==> config.mk <==
export PLATFORM = sky130hd
export DESIGN_NAME = demux_edge_counter
export DESIGN_NICKNAME = d
export VERILOG_FILES = /design/src/rtl/demux_edge_counter.sv
export SDC_FILE = /design/constraint.sdc
export NUM_CORES = 1
export LEC_CHECK = 0
export BUFFER_PORTS_ARGS = -buffer_cell sky130_fd_sc_hd__buf_2
export CAP_MARGIN = 20
export CELL_PAD_IN_SITES_DETAIL_PLACEMENT = 0
export CELL_PAD_IN_SITES_GLOBAL_PLACEMENT = 2
export CORE_ASPECT_RATIO = 1.5
export CORE_UTILIZATION = 38
export DETAILED_ROUTE_END_ITERATION = 12
export PLACE_DENSITY = 0.87
export SYNTH_ARGS = -nofsm -noshare
export SYNTH_HDL_FRONTEND = slang
export SYNTH_SLANG_ARGS = --single-unit
==> constraint.sdc <==
create_clock -name i_clk -period 2.58 [get_ports i_clk]
set_clock_uncertainty 0.1 [all_clocks]
set_input_delay 0.516 -clock i_clk [delete_from_list [all_inputs] [get_ports i_clk]]
set_output_delay 0.516 -clock i_clk [all_outputs]
set_load 0.005 [all_outputs]
==> src/rtl/demux_edge_counter.sv <==
// Downstream sink for the 1-to-4 demux: per-channel saturating rising-edge counters,
// sticky overflow flags, most-recent-channel tracking and a req/ack count readback.
module demux_edge_counter #(
   parameter int unsigned CNT_W       = 8,
   parameter bit          CLR_ON_READ = 1'b1
) (
   input  logic             i_clk,
   input  logic             i_reset,
   input  logic [3:0]       i_ch_in,
   input  logic             i_clr,
   input  logic             i_rd_req,
   input  logic [1:0]       i_rd_sel,
   input  logic             i_rd_ack,
   output logic             o_rd_valid,
   output logic [CNT_W-1:0] o_rd_data,
   output logic [1:0]       o_rd_ch,
   output logic [3:0]       o_ovf,
   output logic [1:0]       o_last_ch
);

   localparam logic [0:0]       S_IDLE  = 1'b0;
   localparam logic [0:0]       S_RESP  = 1'b1;
   localparam logic [CNT_W-1:0] CNT_MAX = {CNT_W{1'b1}};

   logic [0:0]       r_state;
   logic [0:0]       w_state_nxt;
   logic             w_snap_ld;
   logic             w_rd_clr;
   logic [3:0]       r_ch_q;
   logic [3:0]       w_rise;
   logic [1:0]       w_last_nxt;
   logic [CNT_W-1:0] r_cnt [4];
   logic [3:0]       r_ovf;
   logic [1:0]       r_last_ch;
   logic             r_rd_valid;
   logic [CNT_W-1:0] r_rd_data;
   logic [1:0]       r_rd_ch;

   assign w_rise = i_ch_in & ~r_ch_q;

   // Read handshake: snapshot on request in IDLE, release (and optionally clear) on ack.
   always_comb begin
      w_state_nxt = r_state;
      w_snap_ld   = 1'b0;
      w_rd_clr    = 1'b0;
      case (r_state)
         S_IDLE: begin
            if (i_rd_req) begin
               w_state_nxt = S_RESP;
               w_snap_ld   = 1'b1;
            end
         end
         S_RESP: begin
            if (i_rd_ack) begin
               w_state_nxt = S_IDLE;
               w_rd_clr    = CLR_ON_READ;
            end
         end
         default: w_state_nxt = S_IDLE;
      endcase
   end

   // Highest-index rising channel wins when several rise together.
   always_comb begin
      w_last_nxt = r_last_ch;
      for (int i = 0; i < 4; i++) begin
         if (w_rise[i]) w_last_nxt = 2'(i);
      end
   end

   always_ff @(posedge i_clk) begin
      if (i_reset) r_state <= S_IDLE;
      else         r_state <= w_state_nxt;
   end

   always_ff @(posedge i_clk) begin
      if (i_reset) begin
         r_rd_valid <= 1'b0;
         r_rd_data  <= '0;
         r_rd_ch    <= 2'b00;
      end else begin
         r_rd_valid <= (w_state_nxt == S_RESP);
         if (w_snap_ld) begin
            r_rd_ch   <= i_rd_sel;
            r_rd_data <= i_clr ? '0 : r_cnt[i_rd_sel];
         end
      end
   end

   // Clear beats read-clear beats saturation beats increment.
   always_ff @(posedge i_clk) begin
      if (i_reset) begin
         r_ch_q    <= 4'b0000;
         r_ovf     <= 4'b0000;
         r_last_ch <= 2'b00;
         for (int i = 0; i < 4; i++) r_cnt[i] <= '0;
      end else begin
         r_ch_q    <= i_ch_in;
         r_last_ch <= w_last_nxt;
         for (int i = 0; i < 4; i++) begin
            if (i_clr) begin
               r_cnt[i] <= '0;
               r_ovf[i] <= 1'b0;
            end else if (w_rd_clr && (r_rd_ch == 2'(i))) begin
               r_cnt[i] <= w_rise[i] ? CNT_W'(1) : '0;
            end else if (w_rise[i]) begin
               if (r_cnt[i] == CNT_MAX) r_ovf[i] <= 1'b1;
               else                     r_cnt[i] <= r_cnt[i] + CNT_W'(1);
            end
         end
      end
   end

   assign o_rd_valid = r_rd_valid;
   assign o_rd_data  = r_rd_data;
   assign o_rd_ch    = r_rd_ch;
   assign o_ovf      = r_ovf;
   assign o_last_ch  = r_last_ch;

endmodule

==> out/metrics.cfg, run 1 <==
[sta]
max-slew-margin-rel_pct = 59.58
min_period_over_period_pct = 85.21
slew_violations = 0
setup_viol = 0
rsz0062_at_grt = no
worst_pin_slew_ns = 0.6050
fmax_mhz = 454.9
finalSetupTns_ns = 0
layout_min_cycle_time_ns = 2.198
fin_ws_ns = 0.3816
finalHoldViolCount = 0

[critical_path]
path_class = reg -> reg
r2r_cells = 5
critPathLaunch = r_cnt[3][0]$_DFFE_PP_
start_kind = flop
r2r_end = r_cnt[3][7]$_SDFFCE_PN0P_
r2r_slack_ns = 0.38
critical_path_arrival_ns = 2.08
critPathMaxFanout = 8
end_kind = flop
required_ns = 2.46
crit_end = r_cnt[3][7]$_SDFFCE_PN0P_
timing.rr.start = r_cnt[3][0]$_DFFE_PP_

[cts]
clkLatencyLatePin_ns = 0.31
cts_resized = 0
post_cts_buffers = 0
clock-sinks = 53
clockRootBuffer = clkbuf_8
htree_levels = 2
cts_max_path_buffers = 2
cts_buffers = 5
clk_pin_slew_ns = 0.09
cts_hold_buffers = 0
tritoncts = yes

[layout]
multi_input_area_um2 = 1186
ff_latch_area_um2 = 1381
final_cell_mix = 34 x nor2_1, 32 x edfxtp_1, 27 x buf_2
final_common_cell = nor2_1
antenna_cells = 0
final_util_pct = 44.96
n_fill_cell = 659
finalNetCount = 282
drive_gt1_share_pct = 19.03
syn_to_final_growth_pct = 13.12

[global_routing]
grt_pass1_vias = 1798
antenna_found_initial = 0
gr-usage-all-layers_pct = 16.43
grt_max_degree = 16
grt.overflow.total = 0
grt_pass1_wl_um = 9183

[route]
dr_total_vias = 1862
detail-route-antenna-nets = 0
dr.pass1.iters = 4
wirelength_um = 5596
wl_per_cell_um = 16.27
drt_first_iter_violations = 75
drc = 0
avgViaCountPerCell = 5.413

[power]
p_seq_share_pct = 58.3
switching_share_pct = 23.39
p_leak_nw = 1.070
p_comb_share_pct = 9.3
switching_power_mw = 0.3986
clock_power_share_pct = 32.5
internal_power_mw = 1.306
ir_drop_uv = 327.6
power_density_nw_per_um2 = 576.5

[synth]
seq_area_frac_synth_pct = 52.85
yosysTopAreaCell = edfxtp_1
synth_edf_count = 32
muxShareOfSynthArea_pct = 7.659
synth_xor_xnor_area_share_pct = 7.037
synth_area_leaders = edfxtp_1 37%, dfxtp_1 16%, mux4_2 6.9%, nor2_1 4.9%, xnor2_1 4.4%
syn_avg_cell_area_um2 = 11.12
synth_area_um2 = 2614
synth_top_family_by_area = simple AND/OR/NAND/NOR gates
yosys_warnings = 0
yosys.area_share.simple_pct = 21.59
async_flop_share_pct = 0
synth_compound_area_share_pct = 7.180
syn_nets = 250
synthAdderAreaFrac_pct = 1.915
ys.flop_type = edfxtp_1
ys_ff_latch = 53
synth.distinct_cells = 34
synth_top_area_share_pct = 36.76
synthCells = 235

[floorplanning]
die_y_um = 103.6
design.die.area_um2 = 7221
ios = 28
start_util_pct = 39.75
core_area_um2 = 6576
die_w_um = 69.72
rows = 36

[placed_design]
place_ws_ns = 0.2755
place_congestion = 0.7331
dp_hpwl_um = 4416
io_buffers = 27

[status]
outcome = finished, final reports clean

[run]
cap_viol_max_count = 0

[worst_hold_path]
hold_path_class = in -> reg

[worst min path at each step]
stage	startpoint	end	slack, ns	cells past startpoint
6_report	i_ch_in[2]	r_ch_q[2]$_SDFF_PP0_	0.34	2
5_1_grt	i_ch_in[3]	r_ch_q[3]$_SDFF_PP0_	0.35	2
4_1_cts	i_ch_in[2]	r_ch_q[2]$_SDFF_PP0_	0.34	2
3_5_place_dp	o_ovf[3]$_SDFFE_PP0P_	o_ovf[3]$_SDFFE_PP0P_	0.35	1
3_3_place_gp	o_ovf[3]$_SDFFE_PP0P_	o_ovf[3]$_SDFFE_PP0P_	0.35	1
2_1_floorplan	o_ovf[0]$_SDFFE_PP0P_	o_ovf[0]$_SDFFE_PP0P_	0.37	1
[area by class of cell]
cell class	instances	area share (%)
Sequential cell	53	46.72
Multi-Input combinational cell	171	40.12
Timing Repair Buffer	32	5.840
Tap cell	76	3.216
Clock buffer	6	2.455
Clock inverter	2	1.143
Inverter	4	0.5078
[critical path, cell delays in order (launching register included)]
cell and delay (ns):
edfxtp_1 0.46, ha_1 0.25, nand2_1 0.10, nor3_1 0.36, or2_1 0.29, nand3_1 0.31
[cell usage after synthesis, types with 3 or more instances]
master and number:
or2_1 3, dfxtp_1 21, nand2b_1 5, nand2_1 18, nor3_1 7, nor2b_1 7
xor2_1 8, xnor2_1 13, nand3_1 16, inv_1 4, edfxtp_1 32, buf_2 4
a21oi_1 5, nor4b_2 3, a22o_1 9, and2_1 3, or3_1 3, mux4_2 8
clkbuf_1 3, a32o_1 3, ha_1 4, o21ai_0 7, nor2_1 34
[sequential cells by signal, summed over array words and instances, names as in the netlist]
register	flops
o_ovf	4
r_cnt	32
o_rd_valid	1
o_last_ch	2
o_rd_data	8
o_rd_ch	2
r_ch_q	4
[cell families after synthesis]
family	Yosys count
and+or+nand+nor	109
DFF	53
buffers and inverters	11
AOI/OAI and AO/OA	27
xor gates and xnor gates	21
adders and majority gates	4
muxes	10
[routing by layer]
layer | vias to the layer above | GRT usage, % | routed length (um)
li1 | 915 | - | -
met1 | 895 | 19.97 | 2348
met2 | 47 | 29.06 | 2966
met3 | 5 | 2.724 | 191
met4 | 0 | 5.714 | 89
met5 | - | 0 | 0
[power by group through the flow]
| stage | Clock [mW] | Sequential [mW] | Combinational (mW) |
|---|---|---|---|
| 3_3_place_gp | 0 | 1.01 | 0.159 |
| 5_1_grt | 0.590 | 1.00 | 0.177 |
| 2_1_floorplan | 0 | 0.995 | 0.108 |
| 6_report | 0.553 | 0.993 | 0.158 |
| 3_5_place_dp | 0 | 1.01 | 0.159 |
| 4_1_cts | 0.562 | 0.994 | 0.160 |
[through the flow]
stage          hold slack [ns]  cells  cell area, um2  power, mW
6_report                0.3388    344            2957      1.704
4_1_cts                 0.3395    344            2957      1.716
5_1_grt                 0.3468    344            2957      1.768
2_1_floorplan           0.3657    235            2614      1.104
3_3_place_gp            0.3547    336            2850      1.171
3_5_place_dp            0.3517    336            2850      1.172
Power figures use the tool's default switching activity.
==> inputs of run 2 (changes only) <==
--- a/config.mk
+++ b/config.mk
@@ -9,7 +9,7 @@
 export CAP_MARGIN = 20
 export CELL_PAD_IN_SITES_DETAIL_PLACEMENT = 0
 export CELL_PAD_IN_SITES_GLOBAL_PLACEMENT = 2
-export CORE_ASPECT_RATIO = 1.5
+export CORE_ASPECT_RATIO = 0.5
 export CORE_UTILIZATION = 38
 export DETAILED_ROUTE_END_ITERATION = 12
 export PLACE_DENSITY = 0.87
==> run 2 against run 1 <==
Count of clock-buffer cells in the layout unchanged. Non-clock buffer count increased by 1. Sequential power about the same. Design area increased by 1.9%. Total power increased by 6.0%. Die area increased by 0.19%. Wire length increased by 4.7%. Sequential cell count unchanged. Combinational power about the same. Utilization increased by 2.4 points. Sequential share of layout area decreased by 0.85 points. Largest cell class unchanged. Largest power group unchanged.
==> out/metrics.cfg, run 2 (synthesis gave the netlist of run 1 again) <==
[status]
outcome = finished, final reports clean  ; unchanged

[power]
ir_drop_uv = 246.1  ; was 327.6 uV
power_density_nw_per_um2 = 599.8  ; was 576.5 nW/um2
p_leak_nw = 1.092  ; was 1.070 nW

[placed_design]
dp_hpwl_um = 4465  ; was 4416 um
place_congestion = 0.8083  ; was 0.7331
place_area_um2 = 2873  ; was 2850 um2
io_buffers = 27  ; unchanged

[global_routing]
grt_use_met2_pct = 26.33  ; was 29.06%
grt.met3_usage_pct = 6.673  ; was 2.724%
grt.overflow.total = 0  ; unchanged
grt_max_degree = 16  ; unchanged
met1_usage_pct = 25.35  ; was 19.97%
antenna_found_initial = 0  ; unchanged
gr-usage-all-layers_pct = 17.95  ; was 16.43%
grt_pass1_vias = 1727  ; was 1798
grt_pass1_wl_um = 9370  ; was 9183 um
top_usage_layer = met2  ; unchanged

[sta]
worst_pin_slew_ns = 0.6550  ; was 0.6050 ns
fmax_mhz = 452.7  ; was 454.9 MHz
layout_min_cycle_time_ns = 2.209  ; was 2.198 ns
finalHoldViolCount = 0  ; unchanged
max-slew-margin-rel_pct = 56.09  ; was 59.58%
min_period_over_period_pct = 85.62  ; was 85.21%
finalSetupTns_ns = 0  ; unchanged
slew_violations = 0  ; unchanged
rsz0062_at_grt = no  ; unchanged
setup_viol = 0  ; unchanged

[cts]
cts_resized = 0  ; unchanged
cts_buffers = 5  ; unchanged
clock-sinks = 53  ; unchanged
clkLatencyLatePin_ns = 0.29  ; was 0.31 ns
htree_levels = 2  ; unchanged
tritoncts = yes  ; unchanged
clockRootBuffer = clkbuf_16  ; was clkbuf_8
cts_max_path_buffers = 2  ; unchanged
cts_hold_buffers = 0  ; unchanged
clk_pin_slew_ns = 0.07  ; was 0.09 ns
post_cts_buffers = 0  ; unchanged

[route]
drt_first_iter_violations = 154  ; was 75
dr_total_vias = 1901  ; was 1862
detail-route-antenna-nets = 0  ; unchanged
drc = 0  ; unchanged
avgViaCountPerCell = 5.325  ; was 5.413
wirelength_um = 5858  ; was 5596 um
wl_per_cell_um = 16.41  ; was 16.27 um
dr.pass1.iters = 5  ; was 4

[layout]
largest_reg_flops = 32  ; unchanged
drive_gt1_share_pct = 19.70  ; was 19.03%
n_fill_cell = 595  ; was 659
ff_latch_area_um2 = 1381  ; unchanged
multi_input_area_um2 = 1186  ; unchanged
syn_to_final_growth_pct = 15.22  ; was 13.12%
antenna_cells = 0  ; unchanged
finalNetCount = 283  ; was 282
final_common_cell = nor2_1  ; unchanged
fin_area_um2 = 3012  ; was 2957 um2
final_cell_mix = 34 x nor2_1, 32 x edfxtp_1, 27 x buf_2  ; unchanged
largest-register = r_cnt  ; unchanged

[floorplanning]
design.die.area_um2 = 7234  ; was 7221 um2
rows = 20  ; was 36
core_area_um2 = 6356  ; was 6576 um2
die_y_um = 60.65  ; was 103.6 um
start_util_pct = 41.12  ; was 39.75%
die_w_um = 119.3  ; was 69.72 um
ios = 28  ; unchanged

[run]
cap_viol_max_count = 0  ; unchanged

[critical_path]
r2r_slack_ns = 0.37  ; was 0.38 ns
start_kind = flop  ; unchanged
path_class = reg -> reg  ; unchanged
end_kind = flop  ; unchanged
critPathMaxFanout = 8  ; unchanged
required_ns = 2.43  ; was 2.46 ns
critical_path_arrival_ns = 2.05  ; was 2.08 ns
timing.rr.start = r_cnt[0][1]$_SDFFCE_PN0P_  ; was r_cnt[3][0]$_DFFE_PP_
critPathLaunch = r_cnt[0][1]$_SDFFCE_PN0P_  ; was r_cnt[3][0]$_DFFE_PP_

[worst_hold_path]
hold_start = i_ch_in[1]  ; was i_ch_in[2]
hold_path_class = in -> reg  ; unchanged

run 2: area by class of cell:
cell class / instances / share of cell area [%]
Clock buffer: 6 / 4.279
Clock inverter: 2 / 0.3324
Inverter: 4 / 0.4985
Multi-Input combinational cell: 171 / 39.39
Sequential cell: 53 / 45.87
Tap cell: 88 / 3.656
Timing Repair Buffer: 33 / 5.983
run 2: per-layer routing:
| metal | vias to the layer above | routed length (um) |
|---|---|---|
| li1 | 921 | - |
| met3 | 4 | 479 |
| met4 | 0 | 31 |
| met5 | - | 0 |
| met1 | 909 | 2905 |
| met2 | 67 | 2442 |
run 2: path summary, 6_finish.rpt:
kind | cells after the start | to
max reg2reg | 5 | r_cnt[0][0]$_SDFFCE_PN0P_
min | 2 | r_ch_q[1]$_SDFF_PP0_
max | 5 | r_cnt[0][0]$_SDFFCE_PN0P_
min reg2reg | 1 | o_ovf[0]$_SDFFE_PP0P_
run 2: where the power goes:
part / total (mW) / internal, mW / switching [mW]
clock: 0.650 / 0.357 / 0.293
combinational: 0.161 / 0.0779 / 0.0827
sequential: 0.996 / 0.943 / 0.0525
run 2: metrics by stage:
stage | power, mW | setup slack (ns) | hold WS, ns | util [%] | instances
detailed placement | 1.175 | 0.1990 | 0.3542 | 45.20 | 349
floorplan | 1.104 | 0.6577 | 0.3657 | - | 235
global placement | 1.173 | 0.2902 | 0.3601 | 45.20 | 349
global route | 1.895 | 0.1634 | 0.3692 | 47.38 | 357
CTS | 1.821 | 0.3491 | 0.3561 | 47.38 | 357
finish | 1.806 | 0.3711 | 0.3632 | 47.38 | 357
run 2: critical path, stage by stage (launching register included):
cell	delay [ns]
edfxtp_1	0.43
ha_1	0.24
nand3_1	0.13
nor3_1	0.34
or2_1	0.28
nand3_1	0.34
==> inputs of run 3 (changes only) <==
--- a/config.mk
+++ b/config.mk
@@ -10,6 +10,7 @@
 export CELL_PAD_IN_SITES_DETAIL_PLACEMENT = 0
 export CELL_PAD_IN_SITES_GLOBAL_PLACEMENT = 2
 export CORE_ASPECT_RATIO = 0.5
+export CORE_MARGIN = 5
 export CORE_UTILIZATION = 38
 export DETAILED_ROUTE_END_ITERATION = 12
 export PLACE_DENSITY = 0.87
==> run 3 against run 2 <==
Design area decreased by 0.87%. Critical endpoint is now r_cnt[1][4]$_SDFFCE_PN0P_. Total power fell by 1.5%. Worst hold slack worse by 0.0013 ns.
==> out/metrics.cfg, run 3 (synthesis gave the netlist of run 1 again) <==
[sta]
max-slew-margin-rel_pct = 54.40  ; was 56.09%
slew_violations = 0  ; unchanged
hold_ws_ns = 0.3618  ; was 0.3632 ns
setup_viol = 0  ; unchanged
finalHoldViolCount = 0  ; unchanged
rsz0062_at_grt = no  ; unchanged
worst_pin_slew_ns = 0.6826  ; was 0.6550 ns
fin_ws_ns = 0.3775  ; was 0.3711 ns
finalSetupTns_ns = 0  ; unchanged
layout_min_cycle_time_ns = 2.203  ; was 2.209 ns
fmax_mhz = 454.0  ; was 452.7 MHz
min_period_over_period_pct = 85.37  ; was 85.62%

[layout]
drive_gt1_share_pct = 18.11  ; was 19.70%
final_common_cell = nor2_1  ; unchanged
largest_reg_flops = 32  ; unchanged
final_util_pct = 44.73  ; was 47.38%
syn_to_final_growth_pct = 14.22  ; was 15.22%
largest-register = r_cnt  ; unchanged
finalNetCount = 279  ; was 283
final_cell_mix = 34 x nor2_1, 32 x edfxtp_1, 27 x buf_2  ; unchanged
antenna_cells = 0  ; unchanged

[cts]
cts_buffers = 5  ; unchanged
cts_max_path_buffers = 2  ; unchanged
clockRootBuffer = clkbuf_16  ; unchanged
clock-sinks = 53  ; unchanged
cts_resized = 0  ; unchanged
tritoncts = yes  ; unchanged
clkLatencyLatePin_ns = 0.28  ; was 0.29 ns
clk_pin_slew_ns = 0.07  ; about the same
post_cts_buffers = 0  ; unchanged
cts_hold_buffers = 0  ; unchanged
htree_levels = 2  ; unchanged

[critical_path]
end_kind = flop  ; unchanged
critical_path_arrival_ns = 2.04  ; was 2.05 ns
path_class = reg -> reg  ; unchanged
start_kind = flop  ; unchanged
critPathMaxFanout = 8  ; unchanged
required_ns = 2.42  ; was 2.43 ns

[floorplanning]
die_y_um = 68.65  ; was 60.65 um
rows = 21  ; was 20
die_w_um = 127.3  ; was 119.3 um
design.die.area_um2 = 8738  ; was 7234 um2
ios = 28  ; unchanged
core_area_um2 = 6674  ; was 6356 um2
start_util_pct = 39.16  ; was 41.12%

[placed_design]
place_ws_ns = 0.2014  ; was 0.1990 ns
io_buffers = 27  ; unchanged
place_congestion = 0.8099  ; was 0.8083
dp_hpwl_um = 4417  ; was 4465 um

[run]
cap_viol_max_count = 0  ; unchanged

[route]
drt_first_iter_violations = 112  ; was 154
detail-route-antenna-nets = 0  ; unchanged
drc = 0  ; unchanged
wirelength_um = 5691  ; was 5858 um
dr.pass1.iters = 4  ; was 5
dr_total_vias = 1828  ; was 1901
avgViaCountPerCell = 5.120  ; was 5.325
wl_per_cell_um = 15.94  ; was 16.41 um

[worst_hold_path]
hold_path_class = reg -> reg  ; was in -> reg

[power]
ir_drop_uv = 299.5  ; was 246.1 uV
p_leak_nw = 1.070  ; was 1.092 nW
power_density_nw_per_um2 = 596.1  ; was 599.8 nW/um2

[global_routing]
grt_pass1_wl_um = 9273  ; was 9370 um
grt.met3_usage_pct = 3.000  ; was 6.673%
top_usage_layer = met2  ; unchanged
grt_max_degree = 16  ; unchanged
grt_pass1_vias = 1793  ; was 1727
gr-usage-all-layers_pct = 13.96  ; was 17.95%
grt.overflow.total = 0  ; unchanged
antenna_found_initial = 0  ; unchanged
grt_use_met2_pct = 21.73  ; was 26.33%
met1_usage_pct = 19.96  ; was 25.35%

[status]
outcome = finished, final reports clean  ; unchanged

==> run 3: path summary, 6_finish.rpt <==
kind | start | to | slack [ns] | depth (start not counted)
hold reg to reg | o_ovf[0]$_SDFFE_PP0P_ | o_ovf[0]$_SDFFE_PP0P_ | 0.36 | 1
setup / recovery | r_cnt[1][0]$_SDFFCE_PN0P_ | r_cnt[1][4]$_SDFFCE_PN0P_ | 0.38 | 5
setup reg to reg | r_cnt[1][0]$_SDFFCE_PN0P_ | r_cnt[1][4]$_SDFFCE_PN0P_ | 0.38 | 5
hold / removal | o_ovf[0]$_SDFFE_PP0P_ | o_ovf[0]$_SDFFE_PP0P_ | 0.36 | 1
==> run 3: final cells by class <==
class	instances	area (um2)
fill	670	3689
sequential	53	1381
multi-input combinational	171	1186
timing repair buffer	29	150.1
clock buffer	5	125.1
tap	92	115.1
inverter	4	15.01
clock inverter	3	12.51
==> run 3: layer usage <==
metal / vias up / share of wire [%]
li1: 917 / -
met1: 879 / 50
met2: 30 / 44
met3: 2 / 5.9
met4: 0 / 0.67
met5: - / 0
==> run 3: worst max-delay path, cell delays in order (launching register included) <==
cell and delay, ns:
edfxtp_1 0.44, ha_1 0.27, nand2_1 0.07, nor3_1 0.31
or2_1 0.30, nand3_1 0.35
==> run 3: through the flow <==
stage | total power, mW | std cells | instance area (um2)
6_report | 1.779 | 357 | 2985
5_1_grt | 1.861 | 357 | 2985
4_1_cts | 1.799 | 357 | 2985
3_5_place_dp | 1.168 | 349 | 2848
3_3_place_gp | 1.165 | 349 | 2848
2_1_floorplan | 1.104 | 235 | 2614
==> run 3: power breakdown <==
group          switching [mW]  internal (mW)  total [mW]  leakage (nW)
combinational          0.0784         0.0730       0.151         0.470
sequential             0.0546          0.943       0.998         0.531
clock                   0.279          0.351       0.630        0.0687
